File: src/rtl/cellrv32_bus_switch_if.sv
`default_nettype none
// ============================================================================
// Module      : cellrv32_bus_switch_if
// Description : Signal bundle of the two-port to one-port bus switch:
//               host port A, host port B and the processor-internal bus.
//               'slave' is the switch-side view, 'master' the environment
//               view (hosts plus bus devices).
// Revision    : 1.0 - initial release
// ============================================================================
interface cellrv32_bus_switch_if;
  // port A (CPU data port)
  logic [31:0] a_addr_i;
  logic [31:0] a_wdata_i;
  logic [3:0]  a_ben_i;
  logic        a_re_i;
  logic        a_we_i;
  logic [31:0] a_rdata_o;
  logic        a_ack_o;
  logic        a_err_o;
  // port B (instruction fetch port)
  logic [31:0] b_addr_i;
  logic [31:0] b_wdata_i;
  logic [3:0]  b_ben_i;
  logic        b_re_i;
  logic        b_we_i;
  logic [31:0] b_rdata_o;
  logic        b_ack_o;
  logic        b_err_o;
  // processor-internal bus
  logic [31:0] bus_addr_o;
  logic [31:0] bus_wdata_o;
  logic [3:0]  bus_ben_o;
  logic        bus_re_o;
  logic        bus_we_o;
  logic        bus_src_o;
  logic [31:0] bus_rdata_i;
  logic        bus_ack_i;
  logic        bus_err_i;

  modport slave (
    input  a_addr_i, a_wdata_i, a_ben_i, a_re_i, a_we_i,
    output a_rdata_o, a_ack_o, a_err_o,
    input  b_addr_i, b_wdata_i, b_ben_i, b_re_i, b_we_i,
    output b_rdata_o, b_ack_o, b_err_o,
    output bus_addr_o, bus_wdata_o, bus_ben_o, bus_re_o, bus_we_o, bus_src_o,
    input  bus_rdata_i, bus_ack_i, bus_err_i
  );

  modport master (
    output a_addr_i, a_wdata_i, a_ben_i, a_re_i, a_we_i,
    input  a_rdata_o, a_ack_o, a_err_o,
    output b_addr_i, b_wdata_i, b_ben_i, b_re_i, b_we_i,
    input  b_rdata_o, b_ack_o, b_err_o,
    input  bus_addr_o, bus_wdata_o, bus_ben_o, bus_re_o, bus_we_o, bus_src_o,
    output bus_rdata_i, bus_ack_i, bus_err_i
  );
endinterface
`default_nettype wire

File: src/rtl/cellrv32_bus_switch.sv
`default_nettype none
// ============================================================================
// Module      : cellrv32_bus_switch
// Description : Merges the CPU data port (A) and the instruction-fetch port
//               (B) onto the single processor-internal bus. Single-cycle
//               request strobes are buffered, accesses are serialised, and
//               ack/err (including bus keeper terminations) are routed back
//               to the port that owns the in-flight access. A is preferred,
//               but a B request that lost once is served next.
// Revision    : 1.0 - initial release
// ============================================================================
module cellrv32_bus_switch #(
  parameter bit PORT_A_READ_ONLY = 1'b0,
  parameter bit PORT_B_READ_ONLY = 1'b1
) (
  input  logic                 clk_i,
  input  logic                 rstn_i,
  cellrv32_bus_switch_if.slave sw
);

  typedef enum logic [1:0] {
    S_IDLE   = 2'd0,
    S_BUSY_A = 2'd1,
    S_BUSY_B = 2'd2
  } state_t;

  state_t r_state;
  logic   r_sel;        // 0 = A owns the bus, 1 = B owns the bus
  logic   r_b_starved;  // B lost an arbitration round and must win the next
  logic   r_bus_re;
  logic   r_bus_we;

  logic   r_a_rd_pend, r_a_wr_pend;
  logic   r_b_rd_pend, r_b_wr_pend;

  logic   w_a_we_eff, w_b_we_eff;
  logic   w_a_free,   w_b_free;
  logic   w_a_new_rd, w_a_new_wr;
  logic   w_b_new_rd, w_b_new_wr;
  logic   w_a_req_rd, w_a_req_wr, w_a_req;
  logic   w_b_req_rd, w_b_req_wr, w_b_req;
  logic   w_grant_a,  w_grant_b;
  logic   w_term;

  // Request capture and arbitration decision; a strobe only counts when
  // the port has nothing pending and nothing in flight, and write beats read.
  always_comb begin
    w_a_we_eff = sw.a_we_i & ~PORT_A_READ_ONLY;
    w_b_we_eff = sw.b_we_i & ~PORT_B_READ_ONLY;

    w_a_free   = ~(r_a_rd_pend | r_a_wr_pend | (r_state == S_BUSY_A));
    w_b_free   = ~(r_b_rd_pend | r_b_wr_pend | (r_state == S_BUSY_B));

    w_a_new_wr = w_a_free & w_a_we_eff;
    w_a_new_rd = w_a_free & sw.a_re_i & ~w_a_we_eff;
    w_b_new_wr = w_b_free & w_b_we_eff;
    w_b_new_rd = w_b_free & sw.b_re_i & ~w_b_we_eff;

    w_a_req_wr = r_a_wr_pend | w_a_new_wr;
    w_a_req_rd = r_a_rd_pend | w_a_new_rd;
    w_b_req_wr = r_b_wr_pend | w_b_new_wr;
    w_b_req_rd = r_b_rd_pend | w_b_new_rd;
    w_a_req    = w_a_req_wr | w_a_req_rd;
    w_b_req    = w_b_req_wr | w_b_req_rd;

    w_grant_a  = (r_state == S_IDLE) & w_a_req & ~(w_b_req & r_b_starved);
    w_grant_b  = (r_state == S_IDLE) & w_b_req & ~w_grant_a;

    w_term     = sw.bus_ack_i | sw.bus_err_i;
  end

  // Arbiter FSM with registered one-cycle bus strobes and source select.
  always_ff @(posedge clk_i or negedge rstn_i) begin
    if (!rstn_i) begin
      r_state     <= S_IDLE;
      r_sel       <= 1'b0;
      r_b_starved <= 1'b0;
      r_bus_re    <= 1'b0;
      r_bus_we    <= 1'b0;
    end else begin
      r_bus_re <= 1'b0;
      r_bus_we <= 1'b0;
      case (r_state)
        S_IDLE: begin
          if (w_grant_a) begin
            r_state  <= S_BUSY_A;
            r_sel    <= 1'b0;
            r_bus_re <= w_a_req_rd;
            r_bus_we <= w_a_req_wr;
            if (w_b_req) begin
              r_b_starved <= 1'b1;
            end
          end else if (w_grant_b) begin
            r_state     <= S_BUSY_B;
            r_sel       <= 1'b1;
            r_bus_re    <= w_b_req_rd;
            r_bus_we    <= w_b_req_wr;
            r_b_starved <= 1'b0;
          end
        end
        S_BUSY_A, S_BUSY_B: begin
          if (w_term) begin
            r_state <= S_IDLE;
          end
        end
        default: begin
          r_state <= S_IDLE;
        end
      endcase
    end
  end

  // Port A request buffer: captured strobe held until A is granted.
  always_ff @(posedge clk_i or negedge rstn_i) begin
    if (!rstn_i) begin
      r_a_rd_pend <= 1'b0;
      r_a_wr_pend <= 1'b0;
    end else if (w_grant_a) begin
      r_a_rd_pend <= 1'b0;
      r_a_wr_pend <= 1'b0;
    end else begin
      if (w_a_new_rd) r_a_rd_pend <= 1'b1;
      if (w_a_new_wr) r_a_wr_pend <= 1'b1;
    end
  end

  // Port B request buffer: captured strobe held until B is granted.
  always_ff @(posedge clk_i or negedge rstn_i) begin
    if (!rstn_i) begin
      r_b_rd_pend <= 1'b0;
      r_b_wr_pend <= 1'b0;
    end else if (w_grant_b) begin
      r_b_rd_pend <= 1'b0;
      r_b_wr_pend <= 1'b0;
    end else begin
      if (w_b_new_rd) r_b_rd_pend <= 1'b1;
      if (w_b_new_wr) r_b_wr_pend <= 1'b1;
    end
  end

  // Bus side: address/data follow the owner, strobes come from registers.
  always_comb begin
    sw.bus_addr_o  = r_sel ? sw.b_addr_i  : sw.a_addr_i;
    sw.bus_wdata_o = r_sel ? sw.b_wdata_i : sw.a_wdata_i;
    sw.bus_ben_o   = r_sel ? sw.b_ben_i   : sw.a_ben_i;
    sw.bus_src_o   = r_sel;
    sw.bus_re_o    = r_bus_re;
    sw.bus_we_o    = r_bus_we;
  end

  // Host side: terminations pass through combinationally to the owner only;
  // terminations while idle are dropped.
  always_comb begin
    sw.a_ack_o   = (r_state == S_BUSY_A) & sw.bus_ack_i;
    sw.a_err_o   = (r_state == S_BUSY_A) & sw.bus_err_i;
    sw.b_ack_o   = (r_state == S_BUSY_B) & sw.bus_ack_i;
    sw.b_err_o   = (r_state == S_BUSY_B) & sw.bus_err_i;
    sw.a_rdata_o = sw.a_ack_o ? sw.bus_rdata_i : 32'h0000_0000;
    sw.b_rdata_o = sw.b_ack_o ? sw.bus_rdata_i : 32'h0000_0000;
  end

endmodule
`default_nettype wire

File: src/flat_wrapper.sv
// flat-port wrapper written by rule: the top's interface ports become plain ports
module cellrv32_bus_switch_flat 
#(
  parameter bit PORT_A_READ_ONLY = 1'b0,
  parameter bit PORT_B_READ_ONLY = 1'b1
)
  (clk_i, rstn_i, sw_a_addr_i, sw_a_wdata_i, sw_a_ben_i, sw_a_re_i, sw_a_we_i, sw_a_rdata_o, sw_a_ack_o, sw_a_err_o, sw_b_addr_i, sw_b_wdata_i, sw_b_ben_i, sw_b_re_i, sw_b_we_i, sw_b_rdata_o, sw_b_ack_o, sw_b_err_o, sw_bus_addr_o, sw_bus_wdata_o, sw_bus_ben_o, sw_bus_re_o, sw_bus_we_o, sw_bus_src_o, sw_bus_rdata_i, sw_bus_ack_i, sw_bus_err_i);
  cellrv32_bus_switch_if sw_i ();
  input  logic clk_i;
  input  logic rstn_i;
  input wire logic [$bits(sw_i.a_addr_i)-1:0] sw_a_addr_i;
  input wire logic [$bits(sw_i.a_wdata_i)-1:0] sw_a_wdata_i;
  input wire logic [$bits(sw_i.a_ben_i)-1:0] sw_a_ben_i;
  input wire logic [$bits(sw_i.a_re_i)-1:0] sw_a_re_i;
  input wire logic [$bits(sw_i.a_we_i)-1:0] sw_a_we_i;
  output wire logic [$bits(sw_i.a_rdata_o)-1:0] sw_a_rdata_o;
  output wire logic [$bits(sw_i.a_ack_o)-1:0] sw_a_ack_o;
  output wire logic [$bits(sw_i.a_err_o)-1:0] sw_a_err_o;
  input wire logic [$bits(sw_i.b_addr_i)-1:0] sw_b_addr_i;
  input wire logic [$bits(sw_i.b_wdata_i)-1:0] sw_b_wdata_i;
  input wire logic [$bits(sw_i.b_ben_i)-1:0] sw_b_ben_i;
  input wire logic [$bits(sw_i.b_re_i)-1:0] sw_b_re_i;
  input wire logic [$bits(sw_i.b_we_i)-1:0] sw_b_we_i;
  output wire logic [$bits(sw_i.b_rdata_o)-1:0] sw_b_rdata_o;
  output wire logic [$bits(sw_i.b_ack_o)-1:0] sw_b_ack_o;
  output wire logic [$bits(sw_i.b_err_o)-1:0] sw_b_err_o;
  output wire logic [$bits(sw_i.bus_addr_o)-1:0] sw_bus_addr_o;
  output wire logic [$bits(sw_i.bus_wdata_o)-1:0] sw_bus_wdata_o;
  output wire logic [$bits(sw_i.bus_ben_o)-1:0] sw_bus_ben_o;
  output wire logic [$bits(sw_i.bus_re_o)-1:0] sw_bus_re_o;
  output wire logic [$bits(sw_i.bus_we_o)-1:0] sw_bus_we_o;
  output wire logic [$bits(sw_i.bus_src_o)-1:0] sw_bus_src_o;
  input wire logic [$bits(sw_i.bus_rdata_i)-1:0] sw_bus_rdata_i;
  input wire logic [$bits(sw_i.bus_ack_i)-1:0] sw_bus_ack_i;
  input wire logic [$bits(sw_i.bus_err_i)-1:0] sw_bus_err_i;
  assign sw_i.a_addr_i = sw_a_addr_i;
  assign sw_i.a_wdata_i = sw_a_wdata_i;
  assign sw_i.a_ben_i = sw_a_ben_i;
  assign sw_i.a_re_i = sw_a_re_i;
  assign sw_i.a_we_i = sw_a_we_i;
  assign sw_a_rdata_o = sw_i.a_rdata_o;
  assign sw_a_ack_o = sw_i.a_ack_o;
  assign sw_a_err_o = sw_i.a_err_o;
  assign sw_i.b_addr_i = sw_b_addr_i;
  assign sw_i.b_wdata_i = sw_b_wdata_i;
  assign sw_i.b_ben_i = sw_b_ben_i;
  assign sw_i.b_re_i = sw_b_re_i;
  assign sw_i.b_we_i = sw_b_we_i;
  assign sw_b_rdata_o = sw_i.b_rdata_o;
  assign sw_b_ack_o = sw_i.b_ack_o;
  assign sw_b_err_o = sw_i.b_err_o;
  assign sw_bus_addr_o = sw_i.bus_addr_o;
  assign sw_bus_wdata_o = sw_i.bus_wdata_o;
  assign sw_bus_ben_o = sw_i.bus_ben_o;
  assign sw_bus_re_o = sw_i.bus_re_o;
  assign sw_bus_we_o = sw_i.bus_we_o;
  assign sw_bus_src_o = sw_i.bus_src_o;
  assign sw_i.bus_rdata_i = sw_bus_rdata_i;
  assign sw_i.bus_ack_i = sw_bus_ack_i;
  assign sw_i.bus_err_i = sw_bus_err_i;
  cellrv32_bus_switch #(.PORT_A_READ_ONLY(PORT_A_READ_ONLY), .PORT_B_READ_ONLY(PORT_B_READ_ONLY)) u_core (.clk_i(clk_i), .rstn_i(rstn_i), .sw(sw_i));
endmodule
File: config.mk
export PLATFORM = sky130hd
export DESIGN_NAME = cellrv32_bus_switch_flat
export DESIGN_NICKNAME = d
export VERILOG_FILES = /design/src/rtl/cellrv32_bus_switch_if.sv /design/src/rtl/cellrv32_bus_switch.sv /design/src/flat_wrapper.sv
export SDC_FILE = /design/constraint.sdc
export NUM_CORES = 1
export LEC_CHECK = 0
export ABC_AREA = 0
export CAP_MARGIN = 10
export CORE_AREA = 2 2 124 126
export DETAILED_ROUTE_END_ITERATION = 7
export DIE_AREA = 0 0 126 128
export HOLD_SLACK_MARGIN = 0.08
export PLACE_DENSITY = 0.59
export SYNTH_ARGS = -nofsm -noshare
export SYNTH_HDL_FRONTEND = slang
export SYNTH_SLANG_ARGS = --single-unit
File: constraint.sdc
create_clock -name clk_i -period 1.5 [get_ports clk_i]
set_input_delay 0.45 -clock clk_i [delete_from_list [all_inputs] [get_ports clk_i]]
set_output_delay 0.45 -clock clk_i [all_outputs]
set_load 0.005 [all_outputs]
==> parameters.txt <==
Parameter                              Value

Die
  DIE HEIGHT    128 um
  Die Footprint    around 16000 um2
  Core area    about 15000 um2
  Count of standard-cell rows    45
  I/O Pins    roughly 320
  Initial cell density of the core    12.2%
  Die width    126 um

Drt
  Antenna-violating nets left    0
  Post-route DRC violation count    0
  Routed wire length per instance    19.2 um
  Starting DRC count in detailed routing    just over 60
  Initial DRT Pass Iterations    4
  Number of vias in the routed layout    3247
  Via count normalized by instance count    about 4.2
  Aggregate routed wire length    14800 um

Cells and area
  Layout filler cell count    1349
  NumNets Final    around 760
  Area grow syn2layout    273%
  Antenna cell count    0
  Commonest non-fill, non-tap cell in the layout    clkdlybuf4s50_1
  Leading cell types in the layout, fill and taps excluded    clkdlybuf4s50_1 (173), buf_6 (132), and3_4 (55)
  Share of cells above drive strength 1    63.2%

Placed design
  Pre-CTS setup slack    -0.887 ns
  GPL Wtd Cong    0.814
  HPWL after detailed placement    10400 um
  Quantity of I/O buffers inserted on ports    313

Clocking
  Sink count of the clock tree    9
  CTS tree    done
  Clk pin slew, worst setup/hold paths    0.04 ns
  Number of levels the H-tree was split into    1
  Clock Latency Late Sink    0.24 ns
  Number of buffers inserted during clock tree synthesis    3
  Clock root buffer    clkbuf_16
  Clock Tree Buf Depth    2

Worst setup path
  Launch point of the worst reg-to-reg path    u_core.r_state[1]
  Biggest fanout along the worst timing path    8
  Crit path max-delay cell type    dfrtp_2
  CP Capture Point    sw_bus_addr_o[2]
  WP data arrival    about 1.6 ns
  Worst endpoint required time    1.05 ns
  Worst reg2reg path depth    10
  Critical path startpoint    u_core.sw.bus_src_o
  Setup Crit Path Kind    reg -> out
  Worst reg2reg setup slack    -0.33 ns
  Terminus of the critical flop-to-flop path    u_core.sw.bus_re_o
  Endpoint class of the critical path    primary output
  Series of cell instances along the critical path    buf_12 -> buf_6 -> mux2_2 -> dlygate4sd2_1
  Delay contributed by the slowest stage of the critical path    0.48 ns
  Startpoint class of the critical path    flop

Pwr
  Share of total power in sequential cells    5.8%
  Total power    9100 uW
  Switching power summed over all nets    around 3200 uW
  Combinational group share of total power    about nine tenths
  Int Power    5900 uW
  Standby leakage power    0.00308 uW
  Sw Ratio    35.1%
  Worst IR drop on VDD    between 0.7 and 0.8 mV
  PD cells    1340 nW/um2
  Share of power burned in the clock network    5.3%

Timing
  Setup repair after global routing missed its margin    true
  Worst slew slack as a fraction of its limit    between 50 and 60%
  Fin Clk Skew    0.00535 ns
  Maximum clock rate    481 MHz
  Final min period    2.08 ns
  Number of hold violations in the final report    0
  Final setup violation count    146
  Hold_ws    0.541 ns
  Worst setup slack after layout    -0.579 ns
  Final worst path period share    139%
  Worst-Margin Slew    0.611 ns
  Final-report max-slew violation count    0

Yosys
  Synth Area in Compound Gates    8.70%
  Average cell area after synthesis    roughly 8.8 um2
  Sequential-to-total area share from yosys stat    12.4%
  Total nets after synthesis    roughly 380
  Main combinational cell family by area after synthesis    multiplexers
  Syn. warnings    0
  Simple-gate share of the synthesized area    26.4%
  Netlist area before placement    roughly 1800 um2
  Synth Area in XOR/XNOR    0%
  Cell variety after synth    28
  Synthesized instance count    205
  Async set-or-reset flop fraction in the synthesized netlist    100%
  Synthesized flop and latch total    9
  Cell accounting for the most synthesized area    mux2_2
  Top FF cell, synth    dfrtp_1
  Synthesized-area fraction occupied by adder cells    under 10%
  Top-area cell type share of the netlist area    42.9%
  Dominant cells by area after synthesis    mux2_2 (43%), and3_1 (22%), dfrtp_1 (12%), buf_2 (2.8%), ha_1 (2.1%)
  Share of synthesized area spent on multiplexers    42.9%
  Number of synthesized flops with an enable pin    0

Run
  # Max-Cap Violations    0

GRT
  First-pass GRT wire length    between 15000 and 20000 um
  Global router's overall resource usage    15.3%
  Gr ovfl total    0
  Number of global-route vias before repair    3261
  Pin count of the biggest net entering global routing    41
  Number of antenna violations at the first check in global routing    2

Run status
  Result of the run    finished, violations left
  Violated checks    setup timing

Worst hold path
  Path class of the lowest-slack min-delay path    in -> async
repair_timing:
action                     in CTS  in global routing
hold buffers                    0                  0
setup endpoints to repair     148                146
resized for setup             450                315
buffers inserted               31                 27
pin swaps                      15                  5
cloned                          6                  2
through the flow:
stage	util, %	instance area, um2	cells	setup TNS [ns]
finish	45.5	6770	769	-66.28
global route	45.5	6770	769	-71.76
CTS	40.3	5990	748	-69.55
detailed placement	36.1	5370	711	-94.23
global placement	36.1	5370	711	-92.68
floorplan	-	1840	205	-1.93
cell type report:
cell class                 count  area [um2]  share of cell area [%]
clock buffer                   4        78.8                    1.17
inverter                       5        21.3                   0.314
multi-input combinational    169        2140                    31.6
sequential                     9         226                    3.35
tap                          188         235                    3.48
timing repair buffer         394        4070                    60.1
registers in the layout, summed over array words and instances, names as in the netlist:
register and cells:
u_core.sw.bus_src_o 1, u_core.sw.bus_re_o 1, u_core.sw.bus_we_o 1, u_core.r_b_starved 1
u_core.r_a_wr_pend 1, u_core.r_state 2, u_core.r_a_rd_pend 1, u_core.r_b_rd_pend 1
worst max-delay path, delay by kind of cell, from the launching register on:
kind | cells | cell delay [ns]
mux | 1 | 0.33
flops | 1 | 0.48
buf+inv | 3 | 0.59
power groups by stage:
stage               clock network [uW]  registers, uW  logic, uW
global route                       499            553       8470
floorplan                            0            430       2240
finish                             486            532       8080
detailed placement                   0            459       5220
CTS                                487            483       6660
global placement                     0            450       5180
kinds of logic after synthesis:
| family | count (synthesis) |
|---|---|
| mux | 69 |
| fa+ha+maj | 3 |
| flops | 9 |
| compound gates | 20 |
| simple gates | 77 |
| buf+inv | 27 |
synthesized netlist by cell type, drive strengths merged, types with 2 or more instances:
| library cell | n |
|---|---|
| a21oi | 5 |
| a31oi | 3 |
| and2 | 4 |
| and3 | 64 |
| buf | 13 |
| clkbuf | 9 |
| dfrtp | 9 |
| ha | 3 |
| inv | 5 |
| mux2 | 69 |
| nor2 | 3 |
| o21ai | 3 |
| o32ai | 2 |
per-layer routing:
layer	GRT usage (%)	up-vias	wire [um]
li1	-	1526	-
met1	17.3	1511	5650
met2	28.6	188	7560
met3	4.22	18	1280
met4	3.43	4	226
met5	0	-	28
worst min-delay path by stage:
stage,from,cells past startpoint,end
global route,rstn_i,1,u_core.sw.bus_we_o
CTS,rstn_i,1,u_core.r_state[0]
floorplan,rstn_i,0,u_core.r_a_rd_pend
global placement,u_core.r_b_starved,1,u_core.r_b_starved
finish,rstn_i,1,u_core.sw.bus_we_o
detailed placement,u_core.r_a_wr_pend,2,u_core.r_a_wr_pend
No activity file was read; power rests on OpenSTA's default activity.
